$ cat src/rtl/param_mux_rr_if.sv
// Handshake bundle between N producers, the shared mux and its single consumer.
// The producer/consumer side takes the master modport, the mux takes the slave modport.
interface param_mux_rr_if #(
    parameter int WIDTH = 4,
    parameter int NCH   = 4
);
    localparam int SELW = $clog2(NCH);

    logic [NCH*WIDTH-1:0] in_data;
    logic [NCH-1:0]       in_valid;
    logic [NCH-1:0]       in_ready;
    logic                 mode;
    logic [SELW-1:0]      sel;
    logic [WIDTH-1:0]     out_data;
    logic                 out_valid;
    logic                 out_ready;
    logic [SELW-1:0]      out_ch;

    modport master (
        output in_data, in_valid, mode, sel, out_ready,
        input  in_ready, out_data, out_valid, out_ch
    );

    modport slave (
        input  in_data, in_valid, mode, sel, out_ready,
        output in_ready, out_data, out_valid, out_ch
    );
endinterface

$ cat src/rtl/param_mux_rr.sv
// N-channel registered mux with valid/ready on every port; manual select or
// round-robin arbitration feeding a single-entry output register.
module param_mux_rr #(
    parameter int WIDTH = 4,
    parameter int NCH   = 4
) (
    input logic           clk,
    input logic           rst,
    param_mux_rr_if.slave bus
);
    localparam int SELW = $clog2(NCH);

    typedef enum logic {
        EMPTY = 1'b0,
        FULL  = 1'b1
    } state_t;

    state_t            state_reg, state_next;
    logic [WIDTH-1:0]  data_reg, data_next;
    logic [SELW-1:0]   ch_reg, ch_next;
    logic [SELW-1:0]   last_ch_reg, last_ch_next;

    logic [WIDTH-1:0]  ch_data [NCH];
    logic [NCH-1:0]    man_hit;
    logic              man_valid;
    logic              rr_valid;
    logic [SELW-1:0]   rr_idx;
    logic              grant_valid;
    logic [SELW-1:0]   grant_idx;
    logic              load;

    // Unpack channels; an out-of-range sel matches no channel and never grants.
    for (genvar gi = 0; gi < NCH; gi++) begin : g_chan
        assign ch_data[gi] = bus.in_data[gi*WIDTH +: WIDTH];
        assign man_hit[gi] = bus.in_valid[gi] && (bus.sel == SELW'(gi));
    end

    assign man_valid = |man_hit;

    // Walk offsets from farthest to nearest so the nearest valid channel after
    // last_ch wins without needing an early exit.
    always_comb begin
        int              idx;
        logic [SELW-1:0] idx_s;
        rr_valid = 1'b0;
        rr_idx   = '0;
        idx      = 0;
        idx_s    = '0;
        for (int k = NCH; k >= 1; k--) begin
            idx   = (int'(last_ch_reg) + k) % NCH;
            idx_s = SELW'(idx);
            if (bus.in_valid[idx_s]) begin
                rr_valid = 1'b1;
                rr_idx   = idx_s;
            end
        end
    end

    assign grant_valid = bus.mode ? rr_valid : man_valid;
    assign grant_idx   = bus.mode ? rr_idx   : bus.sel;
    assign load        = (state_reg == EMPTY) || bus.out_ready;

    // in_ready is only ever raised when the word is actually taken this edge.
    for (genvar gi = 0; gi < NCH; gi++) begin : g_ready
        assign bus.in_ready[gi] = !rst && load && grant_valid && (grant_idx == SELW'(gi));
    end

    always_comb begin
        state_next   = state_reg;
        data_next    = data_reg;
        ch_next      = ch_reg;
        last_ch_next = last_ch_reg;
        if (load) begin
            if (grant_valid) begin
                state_next   = FULL;
                data_next    = ch_data[grant_idx];
                ch_next      = grant_idx;
                last_ch_next = grant_idx;
            end else begin
                state_next   = EMPTY;
            end
        end
    end

    always_ff @(posedge clk or posedge rst) begin
        if (rst) begin
            state_reg   <= EMPTY;
            data_reg    <= '0;
            ch_reg      <= '0;
            last_ch_reg <= SELW'(NCH - 1);
        end else begin
            state_reg   <= state_next;
            data_reg    <= data_next;
            ch_reg      <= ch_next;
            last_ch_reg <= last_ch_next;
        end
    end

    assign bus.out_valid = (state_reg == FULL);
    assign bus.out_data  = data_reg;
    assign bus.out_ch    = ch_reg;
endmodule

$ cat src/flat_wrapper.sv
// flat-port wrapper written by rule: the top's interface ports become plain ports
module param_mux_rr_flat 
#(
    parameter int WIDTH = 4,
    parameter int NCH   = 4
)
  (clk, rst, bus_in_data, bus_in_valid, bus_mode, bus_sel, bus_out_ready, bus_in_ready, bus_out_data, bus_out_valid, bus_out_ch);
  param_mux_rr_if #(.WIDTH(WIDTH), .NCH(NCH)) bus_i ();
  input logic clk;
  input logic rst;
  input wire logic [$bits(bus_i.in_data)-1:0] bus_in_data;
  input wire logic [$bits(bus_i.in_valid)-1:0] bus_in_valid;
  input wire logic [$bits(bus_i.mode)-1:0] bus_mode;
  input wire logic [$bits(bus_i.sel)-1:0] bus_sel;
  input wire logic [$bits(bus_i.out_ready)-1:0] bus_out_ready;
  output wire logic [$bits(bus_i.in_ready)-1:0] bus_in_ready;
  output wire logic [$bits(bus_i.out_data)-1:0] bus_out_data;
  output wire logic [$bits(bus_i.out_valid)-1:0] bus_out_valid;
  output wire logic [$bits(bus_i.out_ch)-1:0] bus_out_ch;
  assign bus_i.in_data = bus_in_data;
  assign bus_i.in_valid = bus_in_valid;
  assign bus_i.mode = bus_mode;
  assign bus_i.sel = bus_sel;
  assign bus_i.out_ready = bus_out_ready;
  assign bus_in_ready = bus_i.in_ready;
  assign bus_out_data = bus_i.out_data;
  assign bus_out_valid = bus_i.out_valid;
  assign bus_out_ch = bus_i.out_ch;
  param_mux_rr #(.WIDTH(WIDTH), .NCH(NCH)) u_core (.clk(clk), .rst(rst), .bus(bus_i));
endmodule
$ cat config.mk
export PLATFORM = sky130hd
export DESIGN_NAME = param_mux_rr_flat
export DESIGN_NICKNAME = d
export VERILOG_FILES = /design/src/rtl/param_mux_rr_if.sv /design/src/rtl/param_mux_rr.sv /design/src/flat_wrapper.sv
export SDC_FILE = /design/constraint.sdc
export NUM_CORES = 1
export LEC_CHECK = 0
export CELL_PAD_IN_SITES_DETAIL_PLACEMENT = 0
export CELL_PAD_IN_SITES_GLOBAL_PLACEMENT = 2
export CORE_MARGIN = 4
export CORE_UTILIZATION = 20
export DETAILED_ROUTE_END_ITERATION = 8
export PLACE_DENSITY = 0.75
export SLEW_MARGIN = 20
export SYNTH_ARGS = -nofsm -noshare
export SYNTH_HDL_FRONTEND = slang
export SYNTH_SLANG_ARGS = --single-unit
$ cat constraint.sdc
create_clock -name clk -period 1.9 [get_ports clk]
set_clock_uncertainty 0.1 [all_clocks]
set_input_delay 0.19 -clock clk [delete_from_list [all_inputs] [get_ports clk]]
set_output_delay 0.19 -clock clk [all_outputs]
set_load 0.02 [all_outputs]
==> metrics.md <==
| Metric | Value |
|---|---|
| Status | `complete, but fails checks` |
| Failing checks | `negative setup slack` |
| Number of H-tree levels | `1` |
| Crit end category | `output port` |
| GPL Wtd Cong | `0.784` |
| Commonest non-fill, non-tap cell in the layout | `buf_4` |
| Post-synth top area cell | `dfrtp_1` |
| Ys flop type | `dfrtp_1` |
| Critical-path cell list | `o21ai_0 > a21oi_2 > a311oi_4 > or3_4 > nor2_4 > buf_6` |
| Static leakage | `0.000613 uW` |
| Nets | `168` |
| Vias per cell | `4.49` |
| Sequential fraction of the synthesis area | `roughly a third` |
| RSZ-0062 raised after global routing | `yes` |
| Tcrit/Tclk final | `110%` |
| Worst EP required | `about 1.6 ns` |
| DP Worst Slack | `-0.792 ns` |
| Worst setup path startpoint | `u_core.last_ch_reg[0]$_DFFE_PP1P_` |
| Startpoint Class | `flop` |
| TritonRoute pass-1 iters | `4` |
| Tightest Pin Transition | `0.351 ns` |
| Reg2Reg Setup Slack | `-0.05 ns` |
| Crit Path Max Fanout | `3` |
| Worst r2r path cells | `6` |
| CTS max path bufs | `2` |
| Slowest CP cell | `dfstp_2` |
| Final wirelength | `2470 um` |
| Largest stage delay, worst path | `between 0.5 and 0.6 ns` |
| CTS Sinks | `9` |
| Top cells by area, synth | `dfrtp_1, mux2i_1, dfstp_2, nand2_1, o221ai_1` |
| Antenna Violating Nets Remaining | `0` |
| Post-DP Area | `~1200 um2` |
| Starting density of the core | `21.6%` |
| CTS clk-pin slew, worst paths | `0.06 ns` |
| Worst rel slew slack | `76.6%` |
| Post-route DRC | `0` |
| Crit Reg-Reg Endpoint | `u_core.bus.out_data[0]$_DFFE_PP0P_` |
| Filler cells | `325` |
| Clock Tree Root | `clkbuf_4` |
| Final hold vios | `0` |
| Max frequency | `480 MHz` |
| Share of layout cells above drive strength 1 | `around 40%` |
| Final instance area | `1380 um2` |
| Cell Pwr Density | `around 700 nW/um2` |
| Setup total negative slack | `-0.752 ns` |
| Setup WS post-layout | `-0.183 ns` |
| CP Class | `reg2out` |
| CTS tree | `built` |
| Port Buffer Count | `36` |
| Vias in the first global route | `921` |
| Area Growth Syn to Fin | `102%` |
| Total number of vias | `830` |
| Core Area | `3150 um2` |
| Iteration-0 DRC Markers | `31` |
| Cts hold-fix bufs | `0` |
| Mapped Area | `682 um2` |
| Final setup vio count | `8` |
| GRT Util Overall | `11.4%` |
| Yosys top cell area share | `between 20% and 30%` |
| Asr flop ratio synth | `100%` |
| Worst-Skew Late Latency | `0.25 ns` |
| Slew Limit Fails | `0` |
| Yosys warns | `0` |
| Antenna violations before repair | `0` |
| First-pass GRT wire length | `about 4000 um` |
| Congestion Overflow GR | `0` |
| Avg Inst Size Synth | `just under 9 um2` |
| Die area | `about 4400 um2` |
| I/O pin cnt | `37` |
| Antenna diodes | `0` |
| Hold Path Class | `in2async` |
| Commonest cells after routing, fill and taps aside | `buf_4, clkdlybuf4s50_1, nand2_1` |
| Post-synthesis net count | `103` |
| Synth Instances | `77` |
| Rows | `20` |
| #FFs+latches synth | `9` |
| Clock buffer count from CTS | `3` |
| Synth cell types | `29` |
| Width of the chip | `approximately 66 um` |
| Largest net degree at the start of global routing | `10` |
| VDD IR max | `0.000491 V` |
| MaxCap Viol Count | `0` |
| Number of enable flip-flop cells after synthesis | `0` |
| Detailed Place HPWL | `~1900 um` |
| WL/cell | `approximately 13 um` |
| Max reg flops | `4` |
| Arrival time worst endpoint | `between 1.5 and 2 ns` |
| FF-to-FF Start | `u_core.last_ch_reg[1]$_DFFE_PP1P_` |
| Worst Setup EP | `bus_in_ready[1]` |
| Period minus WS final | `2.08 ns` |
| Die Span Y | `about 66 um` |
-- cell usage after synthesis, drive strengths merged, types with 2 or more instances --
master,instances
mux2i,9
dfrtp,7
inv,5
o221ai,4
dfstp,2
nor2,6
a21oi,3
nor3,2
buf,3
nand2,14
nand2b,4
o211ai,2
o21ai,3
-- cell families (layout without fill, tap and decap cells) --
group / count (synthesis) / count (layout) / share of synthesized area [%]
AOI/OAI and AO/OA: 17 / 17 / 18.3
buffers and inverters: 8 / 72 / 6.79
DFF: 9 / 9 / 33.4
muxes: 10 / 10 / 17.1
and+or+nand+nor: 33 / 33 / 24.4
-- layout make-up --
class,instances,area (um2),share of cell area (%)
clock buffers,4,26.3,1.91
well taps,44,55.1,4.00
multi-input cells,60,490,35.7
inverters,5,18.8,1.36
repair buffers,63,557,40.5
flip-flops and latches,9,228,16.6
-- critical path, delay by kind of cell, from the launching register on --
kind / cells / cell delay, ns
flops: 1 / 0.55
simple gates: 2 / 0.51
compound gates: 3 / 0.36
buf+inv: 1 / 0.12
-- routing by layer --
layer	global-route usage (%)	part of all wire (%)	vias up
li1	-	-	407
met1	13.9	42	400
met2	20.2	54	21
met3	1.70	4.0	2
met4	3.81	0.40	0
met5	0	0	-
-- worst min path at each step --
stage / from / to / slack, ns / cells after the start
2_1_floorplan: rst / u_core.bus.out_ch[0]$_DFFE_PP0P_ / -0.08 / 1
3_5_place_dp: u_core.bus.out_ch[1]$_DFFE_PP0P_ / u_core.bus.out_ch[1]$_DFFE_PP0P_ / 0.37 / 2
4_1_cts: rst / u_core.bus.out_data[0]$_DFFE_PP0P_ / 0.28 / 3
5_1_grt: rst / u_core.bus.out_data[1]$_DFFE_PP0P_ / 0.32 / 3
3_3_place_gp: u_core.bus.out_ch[1]$_DFFE_PP0P_ / u_core.bus.out_ch[1]$_DFFE_PP0P_ / 0.37 / 2
6_report: rst / u_core.bus.out_data[1]$_DFFE_PP0P_ / 0.28 / 3
-- per-stage QoR --
stage | hold WS [ns] | utilization, % | cells | total power (uW)
after global placement | 0.365 | 39.4 | 176 | 747
after CTS | 0.282 | 42.6 | 184 | 942
final | 0.279 | 43.6 | 185 | 958
after global routing | 0.322 | 43.6 | 185 | 1020
after floorplan | -0.0835 | - | 77 | 496
after detailed placement | 0.369 | 39.4 | 176 | 749
-- timing repair --
item / CTS / global route
setup endpoints to repair: 9 / 8
pin swaps: 9 / 5
endpoints found under the hold margin: 0 / 0
gates resized for setup: 47 / 5
buffers inserted: 4 / 1
-- where the power goes --
part           total (uW)  leakage [uW]  internal, uW  switching [uW]
clock                 144     0.0000150          80.7            63.2
combinational         538      0.000494           290             248
sequential            277      0.000104           247            29.3
total                 958      0.000613           618             340
Power figures use the tool's default switching activity.
